### src/rtl/thread_sched.sv
// Hardware-thread lifecycle tracker (FREE/RUN/SLEEP) with round-robin fetch grant.
// WB sleep/wake/kill events update thread state and raise one-cycle flush / PC-load pulses.
module thread_sched #(
  parameter int NUM_THREAD = 4,
  parameter int TID_W      = $clog2(NUM_THREAD)
) (
  input  logic                  clk,
  input  logic                  rst,
  input  logic                  sleep,
  input  logic                  wake,
  input  logic                  kill,
  input  logic [TID_W-1:0]      trd_id_wb,
  input  logic [TID_W-1:0]      wake_tid,
  input  logic [31:0]           wake_pc,
  input  logic                  stall,
  output logic                  fetch_valid,
  output logic [TID_W-1:0]      fetch_tid,
  output logic                  flush_valid,
  output logic [TID_W-1:0]      flush_tid,
  output logic                  pc_load_valid,
  output logic [TID_W-1:0]      pc_load_tid,
  output logic [31:0]           pc_load_pc,
  output logic [NUM_THREAD-1:0] run_mask,
  output logic [NUM_THREAD-1:0] sleep_mask,
  output logic                  halt
);

  typedef enum logic [1:0] {
    T_FREE  = 2'd0,
    T_RUN   = 2'd1,
    T_SLEEP = 2'd2
  } tstate_t;

  tstate_t          st [NUM_THREAD];
  logic [TID_W-1:0] ptr;
  logic [TID_W-1:0] scan_idx;
  logic             do_sleep;
  logic             do_wake;
  logic             do_kill;

  // Simultaneous events are malformed and dropped as a whole.
  assign do_sleep = sleep & ~wake & ~kill;
  assign do_wake  = wake & ~sleep & ~kill;
  assign do_kill  = kill & ~sleep & ~wake;

  always_comb begin
    for (int i = 0; i < NUM_THREAD; i++) begin
      run_mask[i]   = (st[i] == T_RUN);
      sleep_mask[i] = (st[i] == T_SLEEP);
    end
  end

  assign halt = ~|(run_mask | sleep_mask);

  // Scan from the farthest offset down so the nearest RUN thread after ptr wins;
  // offset NUM_THREAD wraps back onto ptr itself.
  always_comb begin
    fetch_valid = 1'b0;
    fetch_tid   = '0;
    scan_idx    = '0;
    for (int k = NUM_THREAD; k >= 1; k--) begin
      scan_idx = ptr + TID_W'(k);
      if (run_mask[scan_idx]) begin
        fetch_valid = 1'b1;
        fetch_tid   = scan_idx;
      end
    end
  end

  always_ff @(posedge clk or posedge rst) begin
    if (rst) begin
      for (int i = 0; i < NUM_THREAD; i++) begin
        st[i] <= (i == 0) ? T_RUN : T_FREE;
      end
      ptr           <= TID_W'(NUM_THREAD - 1);
      flush_valid   <= 1'b0;
      flush_tid     <= '0;
      pc_load_valid <= 1'b0;
      pc_load_tid   <= '0;
      pc_load_pc    <= '0;
    end else begin
      flush_valid   <= 1'b0;
      pc_load_valid <= 1'b0;
      if (do_sleep && st[trd_id_wb] == T_RUN) begin
        st[trd_id_wb] <= T_SLEEP;
        flush_valid   <= 1'b1;
        flush_tid     <= trd_id_wb;
      end
      if (do_kill && st[trd_id_wb] != T_FREE) begin
        st[trd_id_wb] <= T_FREE;
        flush_valid   <= 1'b1;
        flush_tid     <= trd_id_wb;
      end
      if (do_wake) begin
        case (st[wake_tid])
          T_SLEEP: st[wake_tid] <= T_RUN;
          T_FREE: begin
            st[wake_tid]  <= T_RUN;
            pc_load_valid <= 1'b1;
            pc_load_tid   <= wake_tid;
            pc_load_pc    <= wake_pc;
          end
          default: ;
        endcase
      end
      if (fetch_valid && !stall) begin
        ptr <= fetch_tid;
      end
    end
  end

endmodule

### config.mk
export PLATFORM = sky130hd
export DESIGN_NAME = thread_sched
export DESIGN_NICKNAME = d
export VERILOG_FILES = /design/src/rtl/thread_sched.sv
export SDC_FILE = /design/constraint.sdc
export NUM_CORES = 1
export LEC_CHECK = 0
export BUFFER_PORTS_ARGS = -buffer_cell sky130_fd_sc_hd__buf_2
export CORE_MARGIN = 3
export CORE_UTILIZATION = 31
export CTS_CLUSTER_DIAMETER = 60
export DETAILED_ROUTE_END_ITERATION = 16
export RECOVER_POWER = 25
export SLEW_MARGIN = 20
export SYNTH_ARGS = -nofsm -noshare
export SYNTH_HDL_FRONTEND = slang
export SYNTH_SLANG_ARGS = --single-unit
### constraint.sdc
create_clock -name clk -period 2.5 [get_ports clk]
set_input_delay 0.25 -clock clk [delete_from_list [all_inputs] [get_ports clk]]
set_output_delay 0.25 -clock clk [all_outputs]
set_load 0.05 [all_outputs]
==> results of run 1 <==
[flip-flops by register name, summed over array words and instances (netlist names)]
register	flops
pc_load_pc	32
flush_valid	1
pc_load_tid	2
pc_load_valid	1
st	8
flush_tid	2
ptr	2
[synth_stat cells, types with 2 or more instances]
cell type / number / area [sq um]
a21oi_1: 9 / 45.0
buf_4: 4 / 30.0
dfrtp_1: 45 / 1130
dfstp_2: 3 / 78.8
ha_1: 8 / 100
inv_1: 10 / 37.5
mux2_2: 36 / 405
mux2_4: 2 / 30.0
nand2_1: 4 / 15.0
nand2b_1: 2 / 12.5
nand3_1: 2 / 10.0
nor2_1: 11 / 41.3
nor2b_1: 2 / 12.5
nor3_1: 4 / 20.0
nor3b_1: 2 / 15.0
o21ai_0: 2 / 10.0
o221a_2: 4 / 45.0
o311ai_0: 2 / 17.5
[stage by stage]
step                      hold slack [ns]  worst slack [ns]  power, W  utilization
after global routing                0.161             0.187   0.00446        0.422
after CTS                           0.166             0.377   0.00428        0.423
after global placement              0.276             0.665   0.00376        0.408
after floorplan                     0.363            0.0530   0.00324            -
final                               0.177             0.394   0.00423        0.422
after detailed placement            0.276             0.612   0.00378        0.408
[layer usage]
metal / wire length, um / up-vias / GRT usage / part of all wire
met4: 40 / 0 / 0.0364 / 0.0080
met1: 2260 / 797 / 0.161 / 0.45
met2: 2460 / 53 / 0.190 / 0.49
met5: 0 / - / 0 / 0
li1: - / 806 / - / -
met3: 219 / 4 / 0.0267 / 0.044
[power groups by stage]
stage	Combinational [W]	Clock [W]	Sequential (W)
2_1_floorplan	0.000963	0	0.00227
3_3_place_gp	0.00243	0	0.00133
3_5_place_dp	0.00244	0	0.00134
4_1_cts	0.00244	0.000509	0.00133
5_1_grt	0.00254	0.000537	0.00138
6_report	0.00241	0.000488	0.00133
[worst max-delay path, stage by stage, from the launching register on]
cell and delay [ns]:
dfrtp_1 0.48, inv_1 0.10, ha_1 0.24, nor2_1 0.19
nor2_1 0.07, a21oi_1 0.18, buf_2 0.30
[kinds of logic (layout without fill, tap and decap cells)]
family          Yosys count  after routing
mux                      38             38
simple gates             36             36
fa+ha+maj                 8              8
buf+inv                  15            113
compound gates           26             26
flops                    48             48
[worst min-delay path by stage]
stage | cells after the start | start | end | slack [ns]
floorplan | 1 | trd_id_wb[1] | st[0] | 0.36
global placement | 2 | rst | pc_load_pc[19] | 0.28
detailed placement | 2 | rst | pc_load_pc[19] | 0.28
CTS | 2 | wake_pc[29] | pc_load_pc[29] | 0.17
global route | 2 | wake_pc[1] | pc_load_pc[1] | 0.16
finish | 2 | wake_pc[1] | pc_load_pc[1] | 0.18
[final cells by class]
class | count | area [sq um]
Clock inverter | 2 | 15.0
Tap cell | 96 | 120
Sequential cell | 48 | 1200
Multi-Input combinational cell | 108 | 963
Fill cell | 715 | 3990
Timing Repair Buffer | 95 | 493
Inverter | 10 | 37.5
Clock buffer | 6 | 82.6
==> impl_metrics.ini, run 1 <==
[detailed_routing]
ant_nets = 0
vias_per_cell = 4.55
firstDrtPassIters = 4
num_vias = 1660
drc = 0
wire_per_inst_um = 13.6
drt_iter0_markers = 37
wl_mm = 4.98

[power]
pwr-share-clk = 0.115
swShare = 0.527
p_comb_frac = 0.571
vdd_drop_max_uv = 546
p_sw_w = 0.00223
powerDensity_nw_per_um2 = 1450
leakagePower_nw = 1.41
p_int_w = 0.00200
seq_power_share = 0.314

[yosys]
synth_compound_area_frac = 0.0980
syn_nets = 221
synth_fa_ha_area_frac = 0.0448
avgSynthCellArea_sq_um = 13.1
ys_async_sr_fraction = 1.00
netlist_instances = 171
synthXorXnorAreaFrac = 0
yosysWarnings = 0
synth_seq_cells = 48
synth-edff-count = 0
ys_types = 37
muxShareOfSynthArea = 0.195
synth_area_sq_um = 2230
synth-simple-area-share = 0.0902
synth_ff_type = dfrtp_1
ys_seq_area_frac = 0.539
synth_top_family_by_area = multiplexers

[layout]
diodes = 0
area_growth_pct = 30.6
final_common_cell = buf_2
final_cells = 365
nNetsFinal = 318
fin_area_sq_um = 2920
drive_gt1_frac = 0.565
most-common-layout-cells = buf_2, dfrtp_1, mux2_2, nor2_1, inv_1

[worst_setup_path]
worstSetupStartpointType = flop
path_class = flop to output port
crit_required_ns = 2.25
cp.arrival_ns = 1.86
path_max_fanout = 5
timing.rr.start = st[6]
crit_end = fetch_tid[1]
cp-end-kind = output port
rr_worst_depth = 5
regToRegSetupSlack_ns = 0.58
crit_start = st[5]
r2r_end = flush_tid[0]

[global_routing]
grtUsageTotal = 0.119
grt_max_degree = 36
grt_pass1_wl_mm = 8.07
grt_pass1_vias = 1617
antenna_found_initial = 0
grt.overflow.total = 0

[hold_path]
hold_path_class = input pin to flop

[clocking]
cts.reportedPaths.clkPinSlew_ns = 0.09
clk_path_buf_depth = 2
cts_setup_buffers = 0
clkSinkCount = 48
cts_made_buffers = 5
cts_root_buffer = clkbuf_8
clock_latency_ns = 0.29
cts_tree = yes
post_cts_resized = 0
cts_max_level = 2
holdBufCountCts = 1

[placed_design]
post-place-cells = 356
placed_cell_area_sq_um = 2820
globalplace.congestion = 0.828
hpwl_mm = 3.75
io_buffers = 91

[floorplanning]
die_h_um = 90.9
die_w_um = 90.9
core_sq_um = 6910
start_util = 0.323
io_pins = 92
fp-row-count = 30
die_area_sq_um = 8260

[timing]
tns_ns = 0
slew_viol_final = 0
setup_viol_count_final = 0
fmax_ghz = 0.475
period_share = 0.843
slew_headroom = 0.452
finalHoldViolCount = 0
tightest_slew_ns = 0.821
fin_crit_ns = 2.11
rsz0062_at_grt = false
finalClockSkew_ns = 0.00623

[run]
cap_violations = 0

[run_status]
outcome = finished clean
No activity file was read; power rests on OpenSTA's default activity.
==> run 2: changes to the inputs <==
==> constraint.sdc (replaced) <==
create_clock -name clk -period 2.13 [get_ports clk]
set_input_delay 0.213 -clock clk [delete_from_list [all_inputs] [get_ports clk]]
set_output_delay 0.213 -clock clk [all_outputs]
set_load 0.05 [all_outputs]
==> run 2 against run 1 <==
  * Global-route usage rose by 1.0 points
  * Largest power group unchanged
  * Clock-buffer cell count fell by 1
  * Routed wire length rose by 1.5%
  * Power rose by 17%
  * Clock skew barely moved
  * Critical path depth fell by 1
  * Sequential cell count did not move
  * Critical endpoint is now fetch_tid[0]
  * Combinational power rose by 20%
  * Sequential power rose by 18%
==> impl_metrics.ini, run 2 (synthesis gave the netlist of run 1 again) <==
[run_status]
outcome = finished clean

[global_routing]
grt_max_degree = 31
antenna_found_initial = 0
grtUsageTotal = 0.129
grt_pass1_vias = 1693
grt_pass1_wl_mm = 8.55
grt.overflow.total = 0

[layout]
nNetsFinal = 321
diodes = 0
n_fill_cell = 704
largest_reg_flops = 32
drive_gt1_frac = 0.572
area_growth_pct = 31.9
reg_top3 = pc_load_pc x32, st x8
utilization = 0.426
most-common-layout-cells = buf_2, dfrtp_1, mux2_2, nor2_1, inv_1
final_common_cell = buf_2
top_register = pc_load_pc

[placed_design]
io_buffers = 91
pre_cts_ws_ns = 0.231
globalplace.congestion = 0.793
hpwl_mm = 3.85

[worst_setup_path]
cp.arrival_ns = 1.76
worstSetupStartpointType = flop
cp-end-kind = output port
path_class = flop to output port
path_max_fanout = 5
crit_required_ns = 1.92

[timing]
finalWorstSetupSlack_ns = 0.158
finalHoldViolCount = 0
hold_ws_ns = 0.139
setup_viol_count_final = 0
rsz0062_at_grt = false
fmax_ghz = 0.507
fin_crit_ns = 1.97
finalClockSkew_ns = 0.00586
slew_viol_final = 0
period_share = 0.926
tightest_slew_ns = 0.877
slew_headroom = 0.415

[hold_path]
hold_path_class = input pin to flop

[power]
vdd_drop_max_uv = 573
p_comb_frac = 0.581
p_sw_w = 0.00262
leakagePower_nw = 1.41
seq_power_share = 0.315
pwr-share-clk = 0.104
p_int_w = 0.00235
powerDensity_nw_per_um2 = 1690
swShare = 0.527

[clocking]
cts_made_buffers = 5
clk_path_buf_depth = 2
cts_max_level = 2
cts_root_buffer = clkbuf_8
cts_tree = yes
cts.reportedPaths.clkPinSlew_ns = 0.09
clkSinkCount = 48
clock_latency_ns = 0.30

[run]
cap_violations = 0

[floorplanning]
start_util = 0.323
die_area_sq_um = 8260
fp-row-count = 30
die_w_um = 90.9
core_sq_um = 6910
io_pins = 92
die_h_um = 90.9

[detailed_routing]
drc = 0
firstDrtPassIters = 4
drt_iter0_markers = 52
wire_per_inst_um = 13.8
wl_mm = 5.06
vias_per_cell = 4.49
ant_nets = 0
num_vias = 1647
## run 2: metal layers
metal,track usage,vias up,wire length (um)
li1,-,812,-
met1,0.164,780,2130
met2,0.213,48,2600
met3,0.0350,7,265
met4,0.0415,0,61
met5,0,-,0
## run 2: final timing paths
kind                           startpoint              to  cells past startpoint  slack (ns)
setup / recovery                    st[6]    fetch_tid[0]                      5        0.16
hold / removal                wake_pc[15]  pc_load_pc[15]                      2        0.14
setup reg to reg                    st[6]   pc_load_pc[6]                      6        0.26
hold reg to reg            pc_load_pc[18]  pc_load_pc[18]                      1        0.50
max in group asynchronous             rst  pc_load_pc[24]                      4        0.45
min in group asynchronous             rst  pc_load_pc[13]                      3        0.65
## run 2: timing repair
item                       in CTS  in global routing
hold endpoints to repair       21                  0
setup endpoints to repair       1                  2
gates resized for setup         1                  5
setup buffers                   0                  0
hold buffers                    1                  0
## run 2: final cells by class
type | instances | area (sq um) | share of cell area
Clock buffer | 5 | 68.8 | 0.0234
Clock inverter | 2 | 12.5 | 0.00425
Inverter | 10 | 37.5 | 0.0127
Multi-Input combinational cell | 108 | 980 | 0.333
Sequential cell | 48 | 1210 | 0.410
Tap cell | 96 | 120 | 0.0408
Timing Repair Buffer | 98 | 520 | 0.177
## run 2: power by group through the flow
stage | combinational (W) | clock, W | sequential, W
after floorplan | 0.00117 | 0 | 0.00267
after CTS | 0.00290 | 0.000547 | 0.00156
after global routing | 0.00305 | 0.000597 | 0.00163
final | 0.00288 | 0.000517 | 0.00157
after global placement | 0.00287 | 0 | 0.00157
after detailed placement | 0.00289 | 0 | 0.00159
## run 2: critical path: stages, from the launching register on
cell      delay, ns
dfstp_2        0.59
ha_1           0.27
nor2b_1        0.08
o21ai_1        0.20
o311ai_4       0.13
buf_4          0.21
## run 2: through the flow
stage	cells	power (W)	TNS (ns)	cell area (sq um)
final	367	0.00497	0	2950
after global routing	367	0.00528	0	2950
after CTS	367	0.00501	0	2940
after detailed placement	359	0.00448	0	2850
after global placement	359	0.00444	0	2850
after floorplan	171	0.00384	-0.0377	2250
